$ cat src/rtl/tuner_phy_pkg.sv
// Shared types and helpers for the ring-tuner PHY sequencer.
package tuner_phy_pkg;

    typedef enum logic [2:0] {
        IDLE   = 3'd0,
        DRIVE  = 3'd1,
        SETTLE = 3'd2,
        ACCUM  = 3'd3,
        REPORT = 3'd4
    } tuner_afe_seq_state_e;

    // Width of a field able to hold 0..max_val.
    function automatic int unsigned cfg_width(input int unsigned max_val);
        return (max_val < 1) ? 1 : $clog2(max_val + 1);
    endfunction

endpackage

$ cat src/rtl/tuner_afe_seq_phy_if.sv
// Digital request/response and AFE DAC/ADC signals of the tuner sequencer.
interface tuner_afe_seq_phy_if
    import tuner_phy_pkg::*;
#(
    parameter int unsigned DAC_WIDTH    = 8,
    parameter int unsigned ADC_WIDTH    = 8,
    parameter int unsigned SETTLE_WIDTH = 8,
    parameter int unsigned MAX_AVG_LOG2 = 4
);
    localparam int unsigned K_WIDTH = cfg_width(MAX_AVG_LOG2);

    logic [DAC_WIDTH-1:0]    i_dig_ring_tune;
    logic                    i_dig_ring_tune_val;
    logic                    o_dig_ring_tune_rdy;
    logic [SETTLE_WIDTH-1:0] i_cfg_settle_cycles;
    logic [K_WIDTH-1:0]      i_cfg_avg_log2;
    logic [DAC_WIDTH-1:0]    o_afe_ring_tune;
    logic                    o_afe_ring_tune_val;
    logic                    i_afe_ring_tune_rdy;
    logic [ADC_WIDTH-1:0]    i_afe_ring_pwr;
    logic                    i_afe_ring_pwr_val;
    logic [ADC_WIDTH-1:0]    o_dig_ring_pwr;
    logic                    o_dig_ring_pwr_val;
    logic [DAC_WIDTH-1:0]    o_dig_ring_tune_applied;
    tuner_afe_seq_state_e    o_dig_seq_state_mon;

    modport slave (
        input  i_dig_ring_tune, i_dig_ring_tune_val, i_cfg_settle_cycles, i_cfg_avg_log2,
        input  i_afe_ring_tune_rdy, i_afe_ring_pwr, i_afe_ring_pwr_val,
        output o_dig_ring_tune_rdy, o_afe_ring_tune, o_afe_ring_tune_val,
        output o_dig_ring_pwr, o_dig_ring_pwr_val, o_dig_ring_tune_applied, o_dig_seq_state_mon
    );

    modport master (
        output i_dig_ring_tune, i_dig_ring_tune_val, i_cfg_settle_cycles, i_cfg_avg_log2,
        output i_afe_ring_tune_rdy, i_afe_ring_pwr, i_afe_ring_pwr_val,
        input  o_dig_ring_tune_rdy, o_afe_ring_tune, o_afe_ring_tune_val,
        input  o_dig_ring_pwr, o_dig_ring_pwr_val, o_dig_ring_tune_applied, o_dig_seq_state_mon
    );

endinterface

$ cat src/rtl/tuner_pwr_accum.sv
// Sums 2^k ADC samples and presents the truncated average alongside the last sample.
module tuner_pwr_accum
    import tuner_phy_pkg::*;
#(
    parameter int unsigned ADC_WIDTH    = 8,
    parameter int unsigned MAX_AVG_LOG2 = 4
) (
    input  logic                                i_clk,
    input  logic                                i_rst_n,
    input  logic                                clear,
    input  logic                                en,
    input  logic                                sample_val,
    input  logic [ADC_WIDTH-1:0]                sample,
    input  logic [cfg_width(MAX_AVG_LOG2)-1:0]  k,
    output logic                                done_c,
    output logic [ADC_WIDTH-1:0]                avg_c
);
    localparam int unsigned ACC_WIDTH = ADC_WIDTH + MAX_AVG_LOG2;
    localparam int unsigned CNT_WIDTH = MAX_AVG_LOG2 + 1;

    logic [ACC_WIDTH-1:0] acc_q;
    logic [CNT_WIDTH-1:0] cnt_q;
    logic                 take_c;
    logic [ACC_WIDTH-1:0] sum_c;
    logic [CNT_WIDTH-1:0] target_c;

    // Average includes the sample arriving this cycle so the result can be registered on the last sample.
    always_comb begin
        take_c   = en && sample_val;
        sum_c    = acc_q + ACC_WIDTH'(sample);
        target_c = CNT_WIDTH'(CNT_WIDTH'(1) << k);
        done_c   = take_c && (cnt_q == (target_c - CNT_WIDTH'(1)));
        avg_c    = ADC_WIDTH'(sum_c >> k);
    end

    always_ff @(posedge i_clk or negedge i_rst_n) begin
        if (!i_rst_n) begin
            acc_q <= '0;
            cnt_q <= '0;
        end else if (clear) begin
            acc_q <= '0;
            cnt_q <= '0;
        end else if (take_c) begin
            acc_q <= sum_c;
            cnt_q <= cnt_q + CNT_WIDTH'(1);
        end
    end

endmodule

$ cat src/rtl/tuner_afe_seq_phy.sv
// Ring-tune sequencer: drives a code to the DAC, blanks for settle, averages ADC power, reports it.
module tuner_afe_seq_phy
    import tuner_phy_pkg::*;
#(
    parameter int unsigned DAC_WIDTH    = 8,
    parameter int unsigned ADC_WIDTH    = 8,
    parameter int unsigned SETTLE_WIDTH = 8,
    parameter int unsigned MAX_AVG_LOG2 = 4,
    parameter int unsigned RESET_TUNE   = 0
) (
    input  logic               i_clk,
    input  logic               i_rst_n,
    tuner_afe_seq_phy_if.slave bus
);
    localparam int unsigned K_WIDTH = cfg_width(MAX_AVG_LOG2);

    tuner_afe_seq_state_e    state_q, state_d;
    logic [DAC_WIDTH-1:0]    tune_q;
    logic [SETTLE_WIDTH-1:0] settle_cfg_q;
    logic [SETTLE_WIDTH-1:0] settle_cnt_q;
    logic [K_WIDTH-1:0]      k_q;
    logic [K_WIDTH-1:0]      k_clamp_c;
    logic                    tune_rdy_q;
    logic                    afe_val_q;
    logic [ADC_WIDTH-1:0]    pwr_q;
    logic                    pwr_val_q;
    logic [DAC_WIDTH-1:0]    applied_q;
    logic                    accept_c;
    logic                    dac_hs_c;
    logic                    acc_en_c;
    logic                    acc_clear_c;
    logic                    acc_done_c;
    logic [ADC_WIDTH-1:0]    acc_avg_c;

    // Next-state and per-state strobes.
    always_comb begin
        state_d     = state_q;
        accept_c    = 1'b0;
        dac_hs_c    = 1'b0;
        acc_en_c    = 1'b0;
        acc_clear_c = 1'b0;
        k_clamp_c   = (bus.i_cfg_avg_log2 > K_WIDTH'(MAX_AVG_LOG2)) ?
                      K_WIDTH'(MAX_AVG_LOG2) : bus.i_cfg_avg_log2;
        case (state_q)
            IDLE: begin
                if (bus.i_dig_ring_tune_val) begin
                    accept_c = 1'b1;
                    state_d  = DRIVE;
                end
            end
            DRIVE: begin
                if (bus.i_afe_ring_tune_rdy) begin
                    dac_hs_c = 1'b1;
                    state_d  = (settle_cfg_q == '0) ? ACCUM : SETTLE;
                end
            end
            SETTLE: begin
                if (settle_cnt_q <= SETTLE_WIDTH'(1)) state_d = ACCUM;
            end
            ACCUM: begin
                acc_en_c = 1'b1;
                if (acc_done_c) state_d = REPORT;
            end
            REPORT: begin
                acc_clear_c = 1'b1;
                state_d     = IDLE;
            end
            default: state_d = IDLE;
        endcase
    end

    always_ff @(posedge i_clk or negedge i_rst_n) begin
        if (!i_rst_n) state_q <= IDLE;
        else          state_q <= state_d;
    end

    // Handshake flags are registered from the next state so they line up with the state they belong to.
    always_ff @(posedge i_clk or negedge i_rst_n) begin
        if (!i_rst_n) begin
            tune_q       <= DAC_WIDTH'(RESET_TUNE);
            settle_cfg_q <= '0;
            settle_cnt_q <= '0;
            k_q          <= '0;
            tune_rdy_q   <= 1'b1;
            afe_val_q    <= 1'b0;
            pwr_q        <= '0;
            pwr_val_q    <= 1'b0;
            applied_q    <= DAC_WIDTH'(RESET_TUNE);
        end else begin
            tune_rdy_q <= (state_d == IDLE);
            afe_val_q  <= (state_d == DRIVE);
            pwr_val_q  <= acc_done_c;
            if (accept_c) begin
                tune_q       <= bus.i_dig_ring_tune;
                settle_cfg_q <= bus.i_cfg_settle_cycles;
                k_q          <= k_clamp_c;
            end
            if (dac_hs_c) begin
                settle_cnt_q <= settle_cfg_q;
            end else if (state_q == SETTLE && settle_cnt_q != '0) begin
                settle_cnt_q <= settle_cnt_q - SETTLE_WIDTH'(1);
            end
            if (acc_done_c) begin
                pwr_q     <= acc_avg_c;
                applied_q <= tune_q;
            end
        end
    end

    tuner_pwr_accum #(
        .ADC_WIDTH    (ADC_WIDTH),
        .MAX_AVG_LOG2 (MAX_AVG_LOG2)
    ) u_accum (
        .i_clk      (i_clk),
        .i_rst_n    (i_rst_n),
        .clear      (acc_clear_c),
        .en         (acc_en_c),
        .sample_val (bus.i_afe_ring_pwr_val),
        .sample     (bus.i_afe_ring_pwr),
        .k          (k_q),
        .done_c     (acc_done_c),
        .avg_c      (acc_avg_c)
    );

    assign bus.o_dig_ring_tune_rdy     = tune_rdy_q;
    assign bus.o_afe_ring_tune         = tune_q;
    assign bus.o_afe_ring_tune_val     = afe_val_q;
    assign bus.o_dig_ring_pwr          = pwr_q;
    assign bus.o_dig_ring_pwr_val      = pwr_val_q;
    assign bus.o_dig_ring_tune_applied = applied_q;
    assign bus.o_dig_seq_state_mon     = state_q;

endmodule

$ cat src/flat_wrapper.sv
// flat-port wrapper written by rule: the top's interface ports become plain ports
module tuner_afe_seq_phy_flat import tuner_phy_pkg::*;
#(
    parameter int unsigned DAC_WIDTH    = 8,
    parameter int unsigned ADC_WIDTH    = 8,
    parameter int unsigned SETTLE_WIDTH = 8,
    parameter int unsigned MAX_AVG_LOG2 = 4,
    parameter int unsigned RESET_TUNE   = 0
)
  (i_clk, i_rst_n, bus_i_dig_ring_tune, bus_i_dig_ring_tune_val, bus_i_cfg_settle_cycles, bus_i_cfg_avg_log2, bus_i_afe_ring_tune_rdy, bus_i_afe_ring_pwr, bus_i_afe_ring_pwr_val, bus_o_dig_ring_tune_rdy, bus_o_afe_ring_tune, bus_o_afe_ring_tune_val, bus_o_dig_ring_pwr, bus_o_dig_ring_pwr_val, bus_o_dig_ring_tune_applied, bus_o_dig_seq_state_mon);
  tuner_afe_seq_phy_if #(.DAC_WIDTH(DAC_WIDTH), .ADC_WIDTH(ADC_WIDTH), .SETTLE_WIDTH(SETTLE_WIDTH), .MAX_AVG_LOG2(MAX_AVG_LOG2)) bus_i ();
  input  logic i_clk;
  input  logic i_rst_n;
  input wire logic [$bits(bus_i.i_dig_ring_tune)-1:0] bus_i_dig_ring_tune;
  input wire logic [$bits(bus_i.i_dig_ring_tune_val)-1:0] bus_i_dig_ring_tune_val;
  input wire logic [$bits(bus_i.i_cfg_settle_cycles)-1:0] bus_i_cfg_settle_cycles;
  input wire logic [$bits(bus_i.i_cfg_avg_log2)-1:0] bus_i_cfg_avg_log2;
  input wire logic [$bits(bus_i.i_afe_ring_tune_rdy)-1:0] bus_i_afe_ring_tune_rdy;
  input wire logic [$bits(bus_i.i_afe_ring_pwr)-1:0] bus_i_afe_ring_pwr;
  input wire logic [$bits(bus_i.i_afe_ring_pwr_val)-1:0] bus_i_afe_ring_pwr_val;
  output wire logic [$bits(bus_i.o_dig_ring_tune_rdy)-1:0] bus_o_dig_ring_tune_rdy;
  output wire logic [$bits(bus_i.o_afe_ring_tune)-1:0] bus_o_afe_ring_tune;
  output wire logic [$bits(bus_i.o_afe_ring_tune_val)-1:0] bus_o_afe_ring_tune_val;
  output wire logic [$bits(bus_i.o_dig_ring_pwr)-1:0] bus_o_dig_ring_pwr;
  output wire logic [$bits(bus_i.o_dig_ring_pwr_val)-1:0] bus_o_dig_ring_pwr_val;
  output wire logic [$bits(bus_i.o_dig_ring_tune_applied)-1:0] bus_o_dig_ring_tune_applied;
  output wire logic [$bits(bus_i.o_dig_seq_state_mon)-1:0] bus_o_dig_seq_state_mon;
  assign bus_i.i_dig_ring_tune = bus_i_dig_ring_tune;
  assign bus_i.i_dig_ring_tune_val = bus_i_dig_ring_tune_val;
  assign bus_i.i_cfg_settle_cycles = bus_i_cfg_settle_cycles;
  assign bus_i.i_cfg_avg_log2 = bus_i_cfg_avg_log2;
  assign bus_i.i_afe_ring_tune_rdy = bus_i_afe_ring_tune_rdy;
  assign bus_i.i_afe_ring_pwr = bus_i_afe_ring_pwr;
  assign bus_i.i_afe_ring_pwr_val = bus_i_afe_ring_pwr_val;
  assign bus_o_dig_ring_tune_rdy = bus_i.o_dig_ring_tune_rdy;
  assign bus_o_afe_ring_tune = bus_i.o_afe_ring_tune;
  assign bus_o_afe_ring_tune_val = bus_i.o_afe_ring_tune_val;
  assign bus_o_dig_ring_pwr = bus_i.o_dig_ring_pwr;
  assign bus_o_dig_ring_pwr_val = bus_i.o_dig_ring_pwr_val;
  assign bus_o_dig_ring_tune_applied = bus_i.o_dig_ring_tune_applied;
  assign bus_o_dig_seq_state_mon = bus_i.o_dig_seq_state_mon;
  tuner_afe_seq_phy #(.DAC_WIDTH(DAC_WIDTH), .ADC_WIDTH(ADC_WIDTH), .SETTLE_WIDTH(SETTLE_WIDTH), .MAX_AVG_LOG2(MAX_AVG_LOG2), .RESET_TUNE(RESET_TUNE)) u_core (.i_clk(i_clk), .i_rst_n(i_rst_n), .bus(bus_i));
endmodule
$ cat config.mk
export PLATFORM = sky130hd
export DESIGN_NAME = tuner_afe_seq_phy_flat
export DESIGN_NICKNAME = d
export VERILOG_FILES = /design/src/rtl/tuner_phy_pkg.sv /design/src/rtl/tuner_afe_seq_phy_if.sv /design/src/rtl/tuner_pwr_accum.sv /design/src/rtl/tuner_afe_seq_phy.sv /design/src/flat_wrapper.sv
export SDC_FILE = /design/constraint.sdc
export NUM_CORES = 1
export LEC_CHECK = 0
export CAP_MARGIN = 20
export CORE_MARGIN = 1.5
export CORE_UTILIZATION = 35
export CTS_CLUSTER_SIZE = 40
export DETAILED_ROUTE_END_ITERATION = 8
export PLACE_DENSITY_LB_ADDON = 0.08
export SKIP_CTS_REPAIR_TIMING = 1
export SYNTH_ARGS = -nofsm -noshare
export SYNTH_HDL_FRONTEND = slang
export SYNTH_SLANG_ARGS = --single-unit
$ cat constraint.sdc
create_clock -name i_clk -period 6.8 [get_ports i_clk]
set_input_delay 1.36 -clock i_clk [delete_from_list [all_inputs] [get_ports i_clk]]
set_output_delay 1.36 -clock i_clk [all_outputs]
set_load 0.1 [all_outputs]
==> impl_metrics.ini <==
[run_status]
status = complete, no violations

[cells_and_area]
multi_input_area_sq_um = 1934
diodes = 0
final_common_cell = dfrtp_1
nets = 471
num-fill-cells = 1027
final_cell_mix = dfrtp_1 (65), clkdlybuf4s50_1 (60), nand2_1 (34)
syn2layout_area_growth_pct = 24.65
layout-drive-gt1-share_pct = 13.92
regArea_sq_um = 1653

[clock_tree]
tritoncts = done
cts_max_level = 3
cts_buffers = 9
cts-root-buf = clkbuf_8
clock-sinks = 66
clock_latency_ns = 0.35
clk_pin_slew_ns = 0.08
cts.path.max_buffers = 2

[critical_path]
worstPathArrival_ns = 4.57
cp_slowest_cell = a2111oi_4
r2r_slack_ns = 2.46
max_stage_delay_ns = 0.97
crit_type = flip-flop to flip-flop
rr_endpoint = u_core.bus.o_dig_ring_tune_applied[2]$_DFFE_PN0P_
crit_buf_inv = 2
start_kind = flip-flop
critPathTopFamily = compound AO/OA/AOI/OAI gates
critPathRequiredTime_ns = 7.04
r2r_cells = 10
endpoint_kind = flip-flop
r2r-start = u_core.k_q[0]$_DFFE_PN0P_
critPathMaxFanout = 22
cp_cell_sequence = inv_1 -> nor2_1 -> nand2_1 -> ha_1 -> or3_1 -> a21oi_1 -> o21ai_0 -> a2111oi_4 -> buf_4 -> mux2_2

[yosys]
synth_area_sq_um = 3706
synth.avg_cell_area_sq_um = 10.10
synthCells = 367
async_flop_share_pct = 100.0
synth_ff_type = dfrtp_1
yosysTopAreaCell = dfrtp_1
synth_cell_types = 57
synth_edf_count = 0
ys_seq_area_share_pct = 44.60
synthTopCellsByArea = dfrtp_1 (44%), mux2_2 (7.9%), ha_1 (4.1%)
yosysTopAreaCellShare_pct = 43.89
synth_fp_nets = 412
ys_seq_elements = 66
ys.warnings.count = 0

[drt]
drtIter0Drc = 258
wl_per_cell_microns = 16.12
firstDrtPassIters = 4
drt_wl_total_microns = 9138
drc = 0
vias = 2993
routed_via_density = 5.279
ant_nets = 0

[die]
rows = 37
dieArea_sq_um = 11210
die_h_microns = 105.9
coreArea_sq_um = 10280
ios = 62
initial_core_util_pct = 36.06
die-width_microns = 105.9

[worst_hold_path]
hold_path.class = flip-flop to flip-flop
holdPathEnd = u_core.u_accum.acc_q[7]$_DFFE_PN0P_
hold_depth = 1
hold_path_startpoint = u_core.u_accum.acc_q[7]$_DFFE_PN0P_

[sta]
rsz0062_at_grt = false
hold_viol_final = 0
clock_skew_ns = 0.009756
fmax_ghz = 0.2306
worst-slew-pin-transition_ns = 1.087
relSlewSlack_pct = 27.50
setup-tns-final_ns = 0
min_period_over_period_pct = 63.78
report.final.slew_viol_count = 0
setup_viol = 0
fin_crit_ns = 4.337

[place]
place_congestion = 0.8184
numPortBuffers = 61
hpwlAfterDp_microns = 6198

[grt]
antenna_found_initial = 0
grt_pass1_wl_microns = 15280
grt_pass1_vias = 3022
grt_util_all_layers_pct = 17.40
grt_max_degree = 67
grt_overflow = 0

[flow_run]
drv_cap = 0
## area by class of cell
| class | count | share of cell area (%) |
|---|---|---|
| clock inverters | 6 | 0.9209 |
| clock buffers | 10 | 2.763 |
| flip-flops and latches | 66 | 35.78 |
| well taps | 136 | 3.684 |
| repair buffers | 67 | 14.08 |
| multi-input cells | 271 | 41.87 |
| inverters | 11 | 0.8938 |
## synthesized netlist by cell type (2+ instances only)
| master | instances |
|---|---|
| dfrtp_1 | 65 |
| nand2_1 | 34 |
| nor2_1 | 28 |
| mux2_2 | 26 |
| o21ai_0 | 24 |
| a21oi_1 | 15 |
| xnor2_1 | 15 |
| clkbuf_1 | 14 |
| ha_1 | 12 |
| inv_1 | 10 |
| nor3_1 | 9 |
| xor2_1 | 9 |
| a211oi_1 | 8 |
| a31oi_1 | 7 |
| and3_1 | 7 |
| a21o_1 | 5 |
| a22o_1 | 5 |
| nand3_1 | 5 |
| o211ai_1 | 5 |
| o22ai_1 | 5 |
| o31ai_1 | 5 |
| buf_2 | 3 |
| mux2i_1 | 3 |
| nand3b_1 | 3 |
| nand4_1 | 3 |
| or4_1 | 3 |
| buf_6 | 2 |
| nand2b_1 | 2 |
| nor2b_1 | 2 |
| nor4_1 | 2 |
| nor4b_1 | 2 |
| o2111ai_1 | 2 |
| o41ai_1 | 2 |
| or2_2 | 2 |
## metal layers
| metal | vias up | wire length [microns] | share of wire (%) | track usage (%) |
|---|---|---|---|---|
| met4 | 0 | 84 | 0.92 | 4.730 |
| met5 | - | 0 | 0 | 0 |
| li1 | 1459 | - | - | - |
| met1 | 1446 | 4425 | 48 | 23.18 |
| met2 | 78 | 4129 | 45 | 27.41 |
| met3 | 10 | 499 | 5.5 | 5.395 |
## registers in the layout (all words and copies together) (netlist names)
| signal | count |
|---|---|
| u_core.bus.o_dig_ring_pwr_val | 1 |
| u_core.bus.o_dig_ring_tune_rdy | 1 |
| u_core.settle_cnt_q | 8 |
| u_core.u_accum.cnt_q | 5 |
| u_core.k_q | 3 |
| u_core.bus.o_dig_seq_state_mon | 3 |
| u_core.bus.o_afe_ring_tune_val | 1 |
| u_core.bus.o_dig_ring_pwr | 8 |
| u_core.bus.o_afe_ring_tune | 8 |
| u_core.u_accum.acc_q | 12 |
| u_core.settle_cfg_q | 8 |
| u_core.bus.o_dig_ring_tune_applied | 8 |
## worst reg2reg max path: cells and delay by family, from the launching register on
kind | cells | cell delay (ns)
flops | 1 | 0.78
mux | 1 | 0.35
simple gates | 3 | 0.76
compound gates | 3 | 1.38
buf+inv | 2 | 0.73
fa+ha+maj | 1 | 0.24
## logic make-up after synthesis
| kind of cell | Yosys count | share of synthesized area [%] |
|---|---|---|
| AND/OR/NAND/NOR | 106 | 13.74 |
| multiplexers | 30 | 9.115 |
| AO/OA/AOI/OAI | 97 | 18.30 |
| XOR/XNOR | 25 | 6.111 |
| adder cells (fa/ha/maj) | 13 | 4.591 |
| buffers and inverters | 30 | 3.545 |
| flip-flops | 66 | 44.60 |
## worst max path at each step
| stage | start | to | slack [ns] | cells past startpoint |
|---|---|---|---|---|
| 2_1_floorplan | bus_i_afe_ring_pwr[4] | u_core.bus.o_dig_ring_pwr[1]$_DFFE_PN0P_ | 3.17 | 9 |
| 3_5_place_dp | u_core.k_q[0]$_DFFE_PN0P_ | u_core.bus.o_dig_ring_tune_applied[2]$_DFFE_PN0P_ | 2.48 | 10 |
| 6_report | u_core.k_q[0]$_DFFE_PN0P_ | u_core.bus.o_dig_ring_tune_applied[2]$_DFFE_PN0P_ | 2.46 | 10 |
| 4_1_cts | u_core.k_q[0]$_DFFE_PN0P_ | u_core.bus.o_dig_ring_tune_applied[1]$_DFFE_PN0P_ | 2.44 | 10 |
| 5_1_grt | u_core.k_q[0]$_DFFE_PN0P_ | u_core.bus.o_dig_ring_tune_applied[2]$_DFFE_PN0P_ | 2.18 | 10 |
| 3_3_place_gp | u_core.k_q[0]$_DFFE_PN0P_ | u_core.bus.o_dig_ring_tune_applied[3]$_DFFE_PN0P_ | 2.55 | 10 |
## stage by stage
| step | area [sq um] | setup WS, ns | utilization [%] | hold slack [ns] | instances |
|---|---|---|---|---|---|
| 2_1_floorplan | 3706 | 3.168 | - | 0.4591 | 367 |
| 3_3_place_gp | 4442 | 2.546 | 43.22 | 0.4892 | 550 |
| 3_5_place_dp | 4442 | 2.481 | 43.22 | 0.4860 | 550 |
| 4_1_cts | 4612 | 2.441 | 44.87 | 0.5121 | 566 |
| 5_1_grt | 4619 | 2.176 | 44.95 | 0.5258 | 567 |
| 6_report | 4619 | 2.463 | 44.95 | 0.5107 | 567 |
Power is left out: the tool's default activity adds up to more than one toggle a clock period on the data nets, which glitch-free logic cannot reach.
